**src/rtl/bcd_digit_scanner_pkg.sv**
```systemverilog
// Shared constants and helpers for the multiplexed seven-segment display driver.
// Segment patterns are active-low, ordered {g,f,e,d,c,b,a}.
package bcd_disp_pkg;

  localparam logic [6:0] SEG_BLANK = 7'h7F;
  localparam logic [6:0] SEG_DASH  = 7'b0111111;

  localparam logic [6:0] SEG_DIGIT [0:9] = '{
    7'b1000000, 7'b1111001, 7'b0100100, 7'b0110000, 7'b0011001,
    7'b0010010, 7'b0000010, 7'b1111000, 7'b0000000, 7'b0010000
  };

  // Counter width that never collapses to zero bits.
  function automatic int clog2_min1(input int value);
    return (value <= 2) ? 1 : $clog2(value);
  endfunction

endpackage

```
**src/rtl/bcd_digit_scanner_if.sv**
```systemverilog
// Bundle of the BCD input bus, control inputs and display pin outputs.
// The master drives digits/controls; the slave (scanner) drives the pins.
interface bcd_digit_scanner_if #(
  parameter int DIGITS = 4
);
  logic                  en;
  logic                  blank_lz;
  logic [4*DIGITS-1:0]   bcd;
  logic [DIGITS-1:0]     an;
  logic [6:0]            seg;
  logic                  frame_tick;

  modport master (
    output en, blank_lz, bcd,
    input  an, seg, frame_tick
  );

  modport slave (
    input  en, blank_lz, bcd,
    output an, seg, frame_tick
  );
endinterface

```
**src/rtl/bcd_digit_scanner_bcd_to_7seg.sv**
```systemverilog
// Combinational BCD to active-low seven-segment decoder.
// Non-BCD codes (10-15) render as a dash so upstream overflow is visible.
module bcd_to_7seg
  import bcd_disp_pkg::*;
(
  input  logic [3:0] code_i,
  output logic [6:0] seg_o
);

  always_comb begin
    seg_o = SEG_DASH;
    case (code_i)
      4'd0: seg_o = SEG_DIGIT[0];
      4'd1: seg_o = SEG_DIGIT[1];
      4'd2: seg_o = SEG_DIGIT[2];
      4'd3: seg_o = SEG_DIGIT[3];
      4'd4: seg_o = SEG_DIGIT[4];
      4'd5: seg_o = SEG_DIGIT[5];
      4'd6: seg_o = SEG_DIGIT[6];
      4'd7: seg_o = SEG_DIGIT[7];
      4'd8: seg_o = SEG_DIGIT[8];
      4'd9: seg_o = SEG_DIGIT[9];
      default: seg_o = SEG_DASH;
    endcase
  end

endmodule

```
**src/rtl/bcd_digit_scanner.sv**
```systemverilog
// Time-multiplexed display scanner: per-frame BCD snapshot, digit divider,
// leading-zero blanking and fully registered active-low an/seg outputs.
module bcd_digit_scanner #(
  parameter int DIGITS = 4,
  parameter int DIV    = 1000
) (
  input  logic             clk,
  input  logic             rst,
  bcd_digit_scanner_if.slave bus
);
  import bcd_disp_pkg::*;

  localparam int DW = clog2_min1(DIV);
  localparam int IW = clog2_min1(DIGITS);
  localparam logic [DW-1:0] DIV_LAST = DW'(DIV - 1);
  localparam logic [IW-1:0] IDX_LAST = IW'(DIGITS - 1);

  logic [DW-1:0]         div_cnt_q, div_cnt_d;
  logic [IW-1:0]         idx_q, idx_d;
  logic [4*DIGITS-1:0]   snap_q, snap_d;
  logic [DIGITS-1:0]     an_q, an_d;
  logic [6:0]            seg_q, seg_d;
  logic                  frame_tick_q, frame_tick_d;

  logic [3:0]            cur_code;
  logic [6:0]            cur_seg;
  logic [DIGITS-1:0]     lz_blank;

  // A digit is a leading zero when it and every more significant digit are 0.
  genvar gi;
  generate
    for (gi = 0; gi < DIGITS; gi++) begin : g_lz
      if (gi == 0) begin : g_lsd
        assign lz_blank[gi] = 1'b0;
      end else begin : g_upper
        assign lz_blank[gi] = bus.blank_lz && ((snap_q >> (4 * gi)) == '0);
      end
    end
  endgenerate

  assign cur_code = snap_q[idx_q * 4 +: 4];

  bcd_to_7seg u_dec (
    .code_i (cur_code),
    .seg_o  (cur_seg)
  );

  always_comb begin
    div_cnt_d    = div_cnt_q;
    idx_d        = idx_q;
    snap_d       = snap_q;
    an_d         = '1;
    seg_d        = SEG_BLANK;
    frame_tick_d = 1'b0;
    if (bus.en) begin
      if (div_cnt_q == DIV_LAST) begin
        div_cnt_d = '0;
        idx_d     = (idx_q == IDX_LAST) ? '0 : idx_q + 1'b1;
      end else begin
        div_cnt_d = div_cnt_q + 1'b1;
      end
      if (div_cnt_q == '0 && idx_q == '0) begin
        snap_d       = bus.bcd;
        frame_tick_d = 1'b1;
      end
      // Slot cycle 0 stays dark so the previous digit never ghosts.
      if (div_cnt_q != '0 && !lz_blank[idx_q]) begin
        an_d[idx_q] = 1'b0;
        seg_d       = cur_seg;
      end
    end
  end

  always_ff @(posedge clk) begin
    if (rst) begin
      div_cnt_q    <= '0;
      idx_q        <= '0;
      snap_q       <= '0;
      an_q         <= '1;
      seg_q        <= SEG_BLANK;
      frame_tick_q <= 1'b0;
    end else begin
      div_cnt_q    <= div_cnt_d;
      idx_q        <= idx_d;
      snap_q       <= snap_d;
      an_q         <= an_d;
      seg_q        <= seg_d;
      frame_tick_q <= frame_tick_d;
    end
  end

  assign bus.an         = an_q;
  assign bus.seg        = seg_q;
  assign bus.frame_tick = frame_tick_q;

endmodule

```
**src/flat_wrapper.sv**
```systemverilog
// flat-port wrapper written by rule: the top's interface ports become plain ports
module bcd_digit_scanner_flat import bcd_disp_pkg::*;
#(
  parameter int DIGITS = 4,
  parameter int DIV    = 1000
)
  (clk, rst, bus_en, bus_blank_lz, bus_bcd, bus_an, bus_seg, bus_frame_tick);
  bcd_digit_scanner_if #(.DIGITS(DIGITS)) bus_i ();
  input  logic clk;
  input  logic rst;
  input wire logic [$bits(bus_i.en)-1:0] bus_en;
  input wire logic [$bits(bus_i.blank_lz)-1:0] bus_blank_lz;
  input wire logic [$bits(bus_i.bcd)-1:0] bus_bcd;
  output wire logic [$bits(bus_i.an)-1:0] bus_an;
  output wire logic [$bits(bus_i.seg)-1:0] bus_seg;
  output wire logic [$bits(bus_i.frame_tick)-1:0] bus_frame_tick;
  assign bus_i.en = bus_en;
  assign bus_i.blank_lz = bus_blank_lz;
  assign bus_i.bcd = bus_bcd;
  assign bus_an = bus_i.an;
  assign bus_seg = bus_i.seg;
  assign bus_frame_tick = bus_i.frame_tick;
  bcd_digit_scanner #(.DIGITS(DIGITS), .DIV(DIV)) u_core (.clk(clk), .rst(rst), .bus(bus_i));
endmodule
```
**config.mk**
```make
export PLATFORM = sky130hd
export DESIGN_NAME = bcd_digit_scanner_flat
export DESIGN_NICKNAME = d
export VERILOG_FILES = /design/src/rtl/bcd_digit_scanner_pkg.sv /design/src/rtl/bcd_digit_scanner_if.sv /design/src/rtl/bcd_digit_scanner_bcd_to_7seg.sv /design/src/rtl/bcd_digit_scanner.sv /design/src/flat_wrapper.sv
export SDC_FILE = /design/constraint.sdc
export NUM_CORES = 1
export LEC_CHECK = 0
export CORE_MARGIN = 2
export CORE_UTILIZATION = 29
export CTS_BUF_LIST = sky130_fd_sc_hd__clkbuf_4
export CTS_CLUSTER_DIAMETER = 150
export CTS_CLUSTER_SIZE = 12
export DETAILED_ROUTE_END_ITERATION = 10
export PLACE_DENSITY = 0.62
export SLEW_MARGIN = 15
export SYNTH_ARGS = -nofsm -noshare
export SYNTH_HDL_FRONTEND = slang
export SYNTH_HIERARCHICAL = 1
export SYNTH_SLANG_ARGS = --single-unit
```
**constraint.sdc**
```tcl
create_clock -name clk -period 2.03 [get_ports clk]
set_clock_uncertainty 0.1 [all_clocks]
set_input_delay 0.406 -clock clk [delete_from_list [all_inputs] [get_ports clk]]
set_output_delay 0.406 -clock clk [all_outputs]
set_load 0.01 [all_outputs]
```
==> flow_metrics.tcl, run 1 <==
set metrics [dict create \
    totalWireLength_um 3990 \
    drv_slew 0 \
    r2r_cells 7 \
    run_status "complete, no violations" \
    hold_path_startpoint "u_core/snap_q[1]" \
    timing_worst_slew_pin_value_ns 0.415 \
    placement.io_buffers 31 \
    cp.arrival_ns 2.10 \
    ys_async_sr_fraction_pct 0 \
    post_synth_inst_count 211 \
    worstSetupPathType "flop to flop" \
    dr_total_vias 1549 \
    ys_seq_elements 40 \
    drt_iter0_drc 50 \
    timing.critical_path.to_type "flop" \
    yosys.cell_count.top_type "sky130_fd_sc_hd__dfxtp_1" \
    worst_hold_path.endpoint "u_core/snap_q[1]" \
    synth-seq-area-share_pct 40.2 \
    avgRoutedWirePerCell_um 12.0 \
    total_cts_buffers 5 \
    slowest_stage_cell_crit_path "sky130_fd_sc_hd__mux4_2" \
    most_numerous_cell_types_in_the_synthesized_netlist "sky130_fd_sc_hd__dfxtp_1 (40), sky130_fd_sc_hd__nor2_1 (34), sky130_fd_sc_hd__nand2_1 (22), sky130_fd_sc_hd__mux2i_1 (17), sky130_fd_sc_hd__nor3_1 (12)" \
    setup_viol 0 \
    netlist.area_leader.share_pct 40.2 \
    power.share.switching_pct 23.1 \
    cts.sink_count 40 \
    syn_area_um2 1990 \
    power_density_nw_per_um2 678 \
    ys_top_cells_by_area "sky130_fd_sc_hd__dfxtp_1 (40%), sky130_fd_sc_hd__mux2i_1 (8.5%), sky130_fd_sc_hd__ha_1 (6.9%)" \
    p_comb_share_pct 17.1 \
    r2r_end "u_core/bus.seg[5]" \
    gr-usage-met1_pct 14.3 \
    final_nets 283 \
    pin_count_of_the_biggest_net_entering_global_routing 17 \
    clkLatencyLatePin_ns 0.35 \
    grt.total_usage_pct 11.6 \
    gp_routability_congestion 0.772 \
    hp-class "flop to flop" \
    wire_length_of_the_first_global_routing_pass_um 6770 \
    gr-usage-met3_pct 3.32 \
    chain_of_cells_forming_the_critical_path "mux4_2, ha_4, or2b_1, a21oi_2, nor2_1, nor3_2, nand2_1" \
    synth_warnings 6 \
    initial_core_utilization_pct 29.6 \
    row_count 30 \
    synthesis.area_per_instance_um2 9.44 \
    post-dp-hpwl_um 3070 \
    share_of_cells_above_drive_strength_1_pct 20.2 \
    critical-path-top-delay-family "multiplexers" \
    met2_usage_pct 18.9 \
    worstReg2RegStart "u_core/idx_q[0]" \
    worst_ir_drop_vdd_v 0.000275 \
    worst_setup_path_start_kind "flop" \
    power_leakage_nw 1.05 \
    power.clock.fraction_pct 35.3 \
    io-pin-count 32 \
    cts.root.buffer_cell "sky130_fd_sc_hd__clkbuf_4" \
    vias_per_cell 4.67 \
    grt.overflow.total 0 \
    finalHoldViolations 0 \
    synth_edf_count 0 \
    busiest_layer "met2" \
    clock_tree.buffer_depth 2 \
    power.internal_mw 1.36 \
    dpl_cells 322 \
    die_y_um 86.9 \
    relSlewSlack_pct 72.3 \
    area_delta_synth_final_pct 31.0 \
    layout_worst_path_cycle_share_pct 96.4 \
    antenna_cell_count 0 \
    cts.clk_slew.worst_paths_ns 0.11 \
    htree_levels 2 \
    grt_antenna_before_repair 0 \
    seq_power_share_pct 47.7 \
    synth_top_area_cell "sky130_fd_sc_hd__dfxtp_1" \
    die-width_um 86.9 \
    layout.cells.non_filler 332 \
    die_area_um2 7550 \
    drt.antenna.violating_nets 0 \
    worstPathBufferInverterCount 0 \
    switching_power_mw 0.408 \
    via_count_of_the_first_global_routing_pass 1505 \
    setup_repair_after_global_routing_missed_its_margin "yes" \
    synth_top_flop_cell "sky130_fd_sc_hd__dfxtp_1" \
    dr.pass1.iters 4 \
    min_period_ns 1.96 \
    max_freq_mhz 511 \
    timing.critical_path.fanout_max 4 \
    slowest_delay_ns 0.59 \
    cap_violations 0 \
    hold_depth 2 \
    cts_tree "yes" \
    worst_ep_required_time_ns 2.17 \
    post_synth_num_cell_types 40 \
    setup.reg_to_reg.worst_slack_ns 0.07 \
    finalCoreUtilization_pct 38.8 \
    floorplan.core_area_um2 6720 \
    drt_drc_violations_left 0 \
    mappedNetlistNets 242 \
]
## power groups by stage
stage	combinational, mW	sequential [mW]	clock, mW
3_3_place_gp	0.278	0.863	0
5_1_grt	0.336	0.849	0.676
4_1_cts	0.284	0.844	0.645
3_5_place_dp	0.282	0.863	0
2_1_floorplan	0.183	0.860	0
6_report	0.302	0.843	0.624
## metrics by stage
| stage | TNS, ns | setup WS (ns) | power, mW | hold WS [ns] | instance area (um2) |
|---|---|---|---|---|---|
| after detailed placement | -0.00686 | -0.00686 | 1.15 | 0.393 | 2430 |
| after CTS | 0 | 0.00363 | 1.77 | 0.422 | 2540 |
| after floorplan | 0 | 0.00840 | 1.04 | 0.359 | 2000 |
| after global placement | 0 | 0.0184 | 1.14 | 0.384 | 2430 |
| final | 0 | 0.0731 | 1.77 | 0.417 | 2610 |
| after global routing | -0.203 | -0.0440 | 1.86 | 0.460 | 2610 |
## flip-flops by register name (all words and copies together), names as in the netlist
| name | cells |
|---|---|
| u_core/bus.an | 4 |
| u_core/bus.seg | 7 |
| u_core/snap_q | 16 |
| u_core/bus.frame_tick | 1 |
| u_core/idx_q | 2 |
| u_core/div_cnt_q | 10 |
## worst max path at each step
stage	from	cells after the start	slack, ns	end
after floorplan	u_core/idx_q[0]	8	0.008	u_core/bus.seg[3]
after global placement	u_core/idx_q[0]	7	0.02	u_core/bus.seg[0]
after detailed placement	u_core/idx_q[0]	7	-0.007	u_core/bus.seg[0]
after CTS	u_core/idx_q[0]	7	0.004	u_core/bus.seg[3]
after global routing	u_core/idx_q[0]	7	-0.04	u_core/bus.seg[3]
final	u_core/idx_q[0]	7	0.07	u_core/bus.seg[5]
## placed cells by master, fill, tap and decap left out, types with 2 or more instances in the layout
| master | instances |
|---|---|
| sky130_fd_sc_hd__ha_4 | 2 |
| sky130_fd_sc_hd__inv_2 | 3 |
| sky130_fd_sc_hd__nand4bb_2 | 2 |
| sky130_fd_sc_hd__nor3_2 | 4 |
| sky130_fd_sc_hd__inv_1 | 5 |
| sky130_fd_sc_hd__bufinv_16 | 2 |
| sky130_fd_sc_hd__or4_1 | 2 |
| sky130_fd_sc_hd__mux4_2 | 4 |
| sky130_fd_sc_hd__xor2_1 | 3 |
| sky130_fd_sc_hd__nor4_1 | 3 |
| sky130_fd_sc_hd__nor2_1 | 33 |
| sky130_fd_sc_hd__clkbuf_4 | 5 |
| sky130_fd_sc_hd__buf_4 | 14 |
| sky130_fd_sc_hd__ha_1 | 8 |
| sky130_fd_sc_hd__a21oi_1 | 2 |
| sky130_fd_sc_hd__nand3_1 | 5 |
| sky130_fd_sc_hd__nor3_1 | 9 |
| sky130_fd_sc_hd__mux2i_1 | 17 |
| sky130_fd_sc_hd__clkdlybuf4s50_1 | 31 |
| sky130_fd_sc_hd__nand2_1 | 21 |
| sky130_fd_sc_hd__xnor2_1 | 5 |
| sky130_fd_sc_hd__and3_1 | 2 |
| sky130_fd_sc_hd__nand2b_1 | 3 |
| sky130_fd_sc_hd__a21oi_2 | 3 |
| sky130_fd_sc_hd__dfxtp_1 | 39 |
| sky130_fd_sc_hd__or2_2 | 2 |
| sky130_fd_sc_hd__nand4_1 | 2 |
| sky130_fd_sc_hd__o21ai_1 | 2 |
## routing by layer
layer	up-vias	wire (um)
met1	716	1850
met3	5	154
met2	24	1910
li1	804	-
met4	0	78
met5	-	0
## what timing repair did
item | in CTS | in global routing
pin swaps | 0 | 12
setup buffers | 1 | 2
endpoints found under the setup margin | 3 | 6
cloned | 0 | 0
gates resized for setup | 2 | 15
hold buffers | 0 | 0
## cell type report
class / instances / area [um2]
Clock buffer: 5 / 37.5
Clock inverter: 2 / 60.1
Fill cell: 659 / 4110
Inverter: 8 / 30.0
Multi-Input combinational cell: 151 / 1140
Sequential cell: 40 / 805
Tap cell: 80 / 100
Timing Repair Buffer: 46 / 435
## worst register-to-register path: stages, from the launching register on
cell and delay, ns:
sky130_fd_sc_hd__dfxtp_4 0.39, sky130_fd_sc_hd__mux4_2 0.59, sky130_fd_sc_hd__ha_4 0.20, sky130_fd_sc_hd__or2b_1 0.22
sky130_fd_sc_hd__a21oi_2 0.13, sky130_fd_sc_hd__nor2_1 0.06, sky130_fd_sc_hd__nor3_2 0.10, sky130_fd_sc_hd__nand2_1 0.06
## kinds of logic (layout without fill, tap and decap cells)
| kind of cell | Yosys count | in the layout | synth area share, % |
|---|---|---|---|
| muxes | 21 | 21 | 13.1 |
| AOI/OAI and AO/OA | 12 | 12 | 3.71 |
| adders and majority gates | 11 | 11 | 6.91 |
| DFF | 40 | 40 | 40.2 |
| buffers and inverters | 20 | 61 | 5.34 |
| xor gates and xnor gates | 8 | 8 | 3.52 |
| and+or+nand+nor | 99 | 99 | 27.3 |
(Power assumes the default switching activity.)
==> inputs of run 2 (changes only) <==
--- a/config.mk
+++ b/config.mk
@@ -12,6 +12,7 @@
 export CTS_CLUSTER_SIZE = 12
 export DETAILED_ROUTE_END_ITERATION = 10
 export PLACE_DENSITY = 0.62
+export REMOVE_ABC_BUFFERS = 1
 export SLEW_MARGIN = 15
 export SYNTH_ARGS = -nofsm -noshare
 export SYNTH_HDL_FRONTEND = slang
==> run 2 against run 1 <==
Combinational power is essentially flat. Global-route usage rose by 0.35 points. Final area is 1.6% lower. Largest cell class unchanged. Largest power group unchanged.
==> flow_metrics.tcl, run 2 (same netlist as run 1, synthesis figures left out) <==
set metrics [dict create \
    run_status "complete, no violations" \
    grt.total_usage_pct 11.9 \
    cts.root.buffer_cell "sky130_fd_sc_hd__clkbuf_4" \
    cp.arrival_ns 2.14 \
    placement.io_buffers 31 \
    totalWireLength_um 4270 \
    dr.pass1.iters 4 \
    r2r_cells 7 \
    drv_slew 0 \
    drt_iter0_drc 47 \
    grt.overflow.total 0 \
    worstSetupPathType "flop to flop" \
    pin_count_of_the_biggest_net_entering_global_routing 18 \
    clkLatencyLatePin_ns 0.36 \
    post-dp-hpwl_um 3080 \
    cts.sink_count 40 \
    hp-class "flop to flop" \
    row_count 30 \
    layout.cells.non_filler 335 \
    clock_tree.buffer_depth 2 \
    dr_total_vias 1619 \
    largest_register_ffs 16 \
    die-width_um 86.9 \
    htree_levels 2 \
    timing.final.ws_setup_ns 0.0475 \
    finalHoldViolations 0 \
    die_y_um 86.9 \
    mostFrequentLayoutCell "sky130_fd_sc_hd__dfxtp_1" \
    relSlewSlack_pct 71.6 \
    wire_length_of_the_first_global_routing_pass_um 7050 \
    cts.clk_slew.worst_paths_ns 0.12 \
    vias_per_cell 4.83 \
    drt_drc_violations_left 0 \
    registers.top_by_ff_count "u_core/snap_q" \
    floorplan.core_area_um2 6720 \
    die_area_um2 7550 \
    timing.critical_path.to_type "flop" \
    total_cts_buffers 5 \
    post-cts-setup-buffer-count 0 \
    drt.antenna.violating_nets 0 \
    post_placement_setup_slack_ns -0.0461 \
    grt_antenna_before_repair 0 \
    min_period_ns 1.98 \
    timing_worst_slew_pin_value_ns 0.422 \
    worst_setup_path_start_kind "flop" \
    timing.critical_path.fanout_max 4 \
    power_density_nw_per_um2 603 \
    gp_routability_congestion 0.819 \
    power_leakage_nw 1.04 \
    cts_tree "yes" \
    hold_depth 2 \
    final_nets 285 \
    initial_core_utilization_pct 29.6 \
    via_count_of_the_first_global_routing_pass 1590 \
    setup_viol 0 \
    area_delta_synth_final_pct 28.9 \
    avgRoutedWirePerCell_um 12.8 \
    io-pin-count 32 \
    layout_worst_path_cycle_share_pct 97.7 \
    max_freq_mhz 504 \
    setup_repair_after_global_routing_missed_its_margin "yes" \
    share_of_cells_above_drive_strength_1_pct 18.0 \
    cap_violations 0 \
    final_cell_mix "sky130_fd_sc_hd__dfxtp_1 (39), sky130_fd_sc_hd__nor2_1 (34), sky130_fd_sc_hd__clkdlybuf4s50_1 (31)" \
    worst_ep_required_time_ns 2.19 \
    antenna_cell_count 0 \
    worst_ir_drop_vdd_v 0.000174 \
    dpl_cells 326 \
]
[run 2: area by class of cell]
type	instances	area [um2]
multi-input combinational	152	1130
sequential	40	805
tap	80	100
inverter	8	30.0
clock inverter	3	18.8
timing repair buffer	47	443
clock buffer	5	37.5
fill	655	4150
[run 2: worst paths after layout]
check / startpoint / to / slack [ns]
setup / recovery: u_core/idx_q[0] / u_core/bus.seg[1] / 0.05
hold / removal: u_core/snap_q[2] / u_core/snap_q[2] / 0.43
setup reg to reg: u_core/idx_q[0] / u_core/bus.seg[1] / 0.05
hold reg to reg: u_core/snap_q[2] / u_core/snap_q[2] / 0.43
[run 2: stage by stage]
step	hold WS [ns]	area, um2	power (mW)	TNS [ns]	utilization, %
6_report	0.426	2570	1.55	0	38.2
5_1_grt	0.458	2570	1.63	-0.134	38.2
4_1_cts	0.428	2520	1.56	0	37.4
3_5_place_dp	0.397	2460	1.15	-0.0979	36.6
3_3_place_gp	0.393	2460	1.15	0	36.6
2_1_floorplan	0.359	1920	1.02	-0.426	-
[run 2: repair_timing]
action / CTS / global route
resized for setup: 1 / 8
setup endpoints to repair: 5 / 6
cloned: 0 / 1
pin swaps: 2 / 5
hold buffers: 0 / 0
[run 2: power breakdown]
group | switching [mW] | total, mW | leakage, nW | internal [mW]
sequential | 0.0255 | 0.846 | 0.327 | 0.821
combinational | 0.135 | 0.299 | 0.681 | 0.164
clock | 0.271 | 0.404 | 0.0349 | 0.133
total | 0.432 | 1.55 | 1.04 | 1.12
[run 2: critical path, stage by stage (launching register included)]
cell                      delay [ns]
sky130_fd_sc_hd__dfxtp_4        0.39
sky130_fd_sc_hd__mux4_2         0.55
sky130_fd_sc_hd__inv_1          0.13
sky130_fd_sc_hd__ha_1           0.25
sky130_fd_sc_hd__nand2_1        0.11
sky130_fd_sc_hd__nand2_1        0.08
sky130_fd_sc_hd__nor3_1         0.21
sky130_fd_sc_hd__nand2_1        0.08
[run 2: metal layers]
metal,track usage [%],share of wire (%)
met2,19.9,46
met4,4.69,1.5
met1,14.9,48
met3,2.65,4.5
met5,0,0
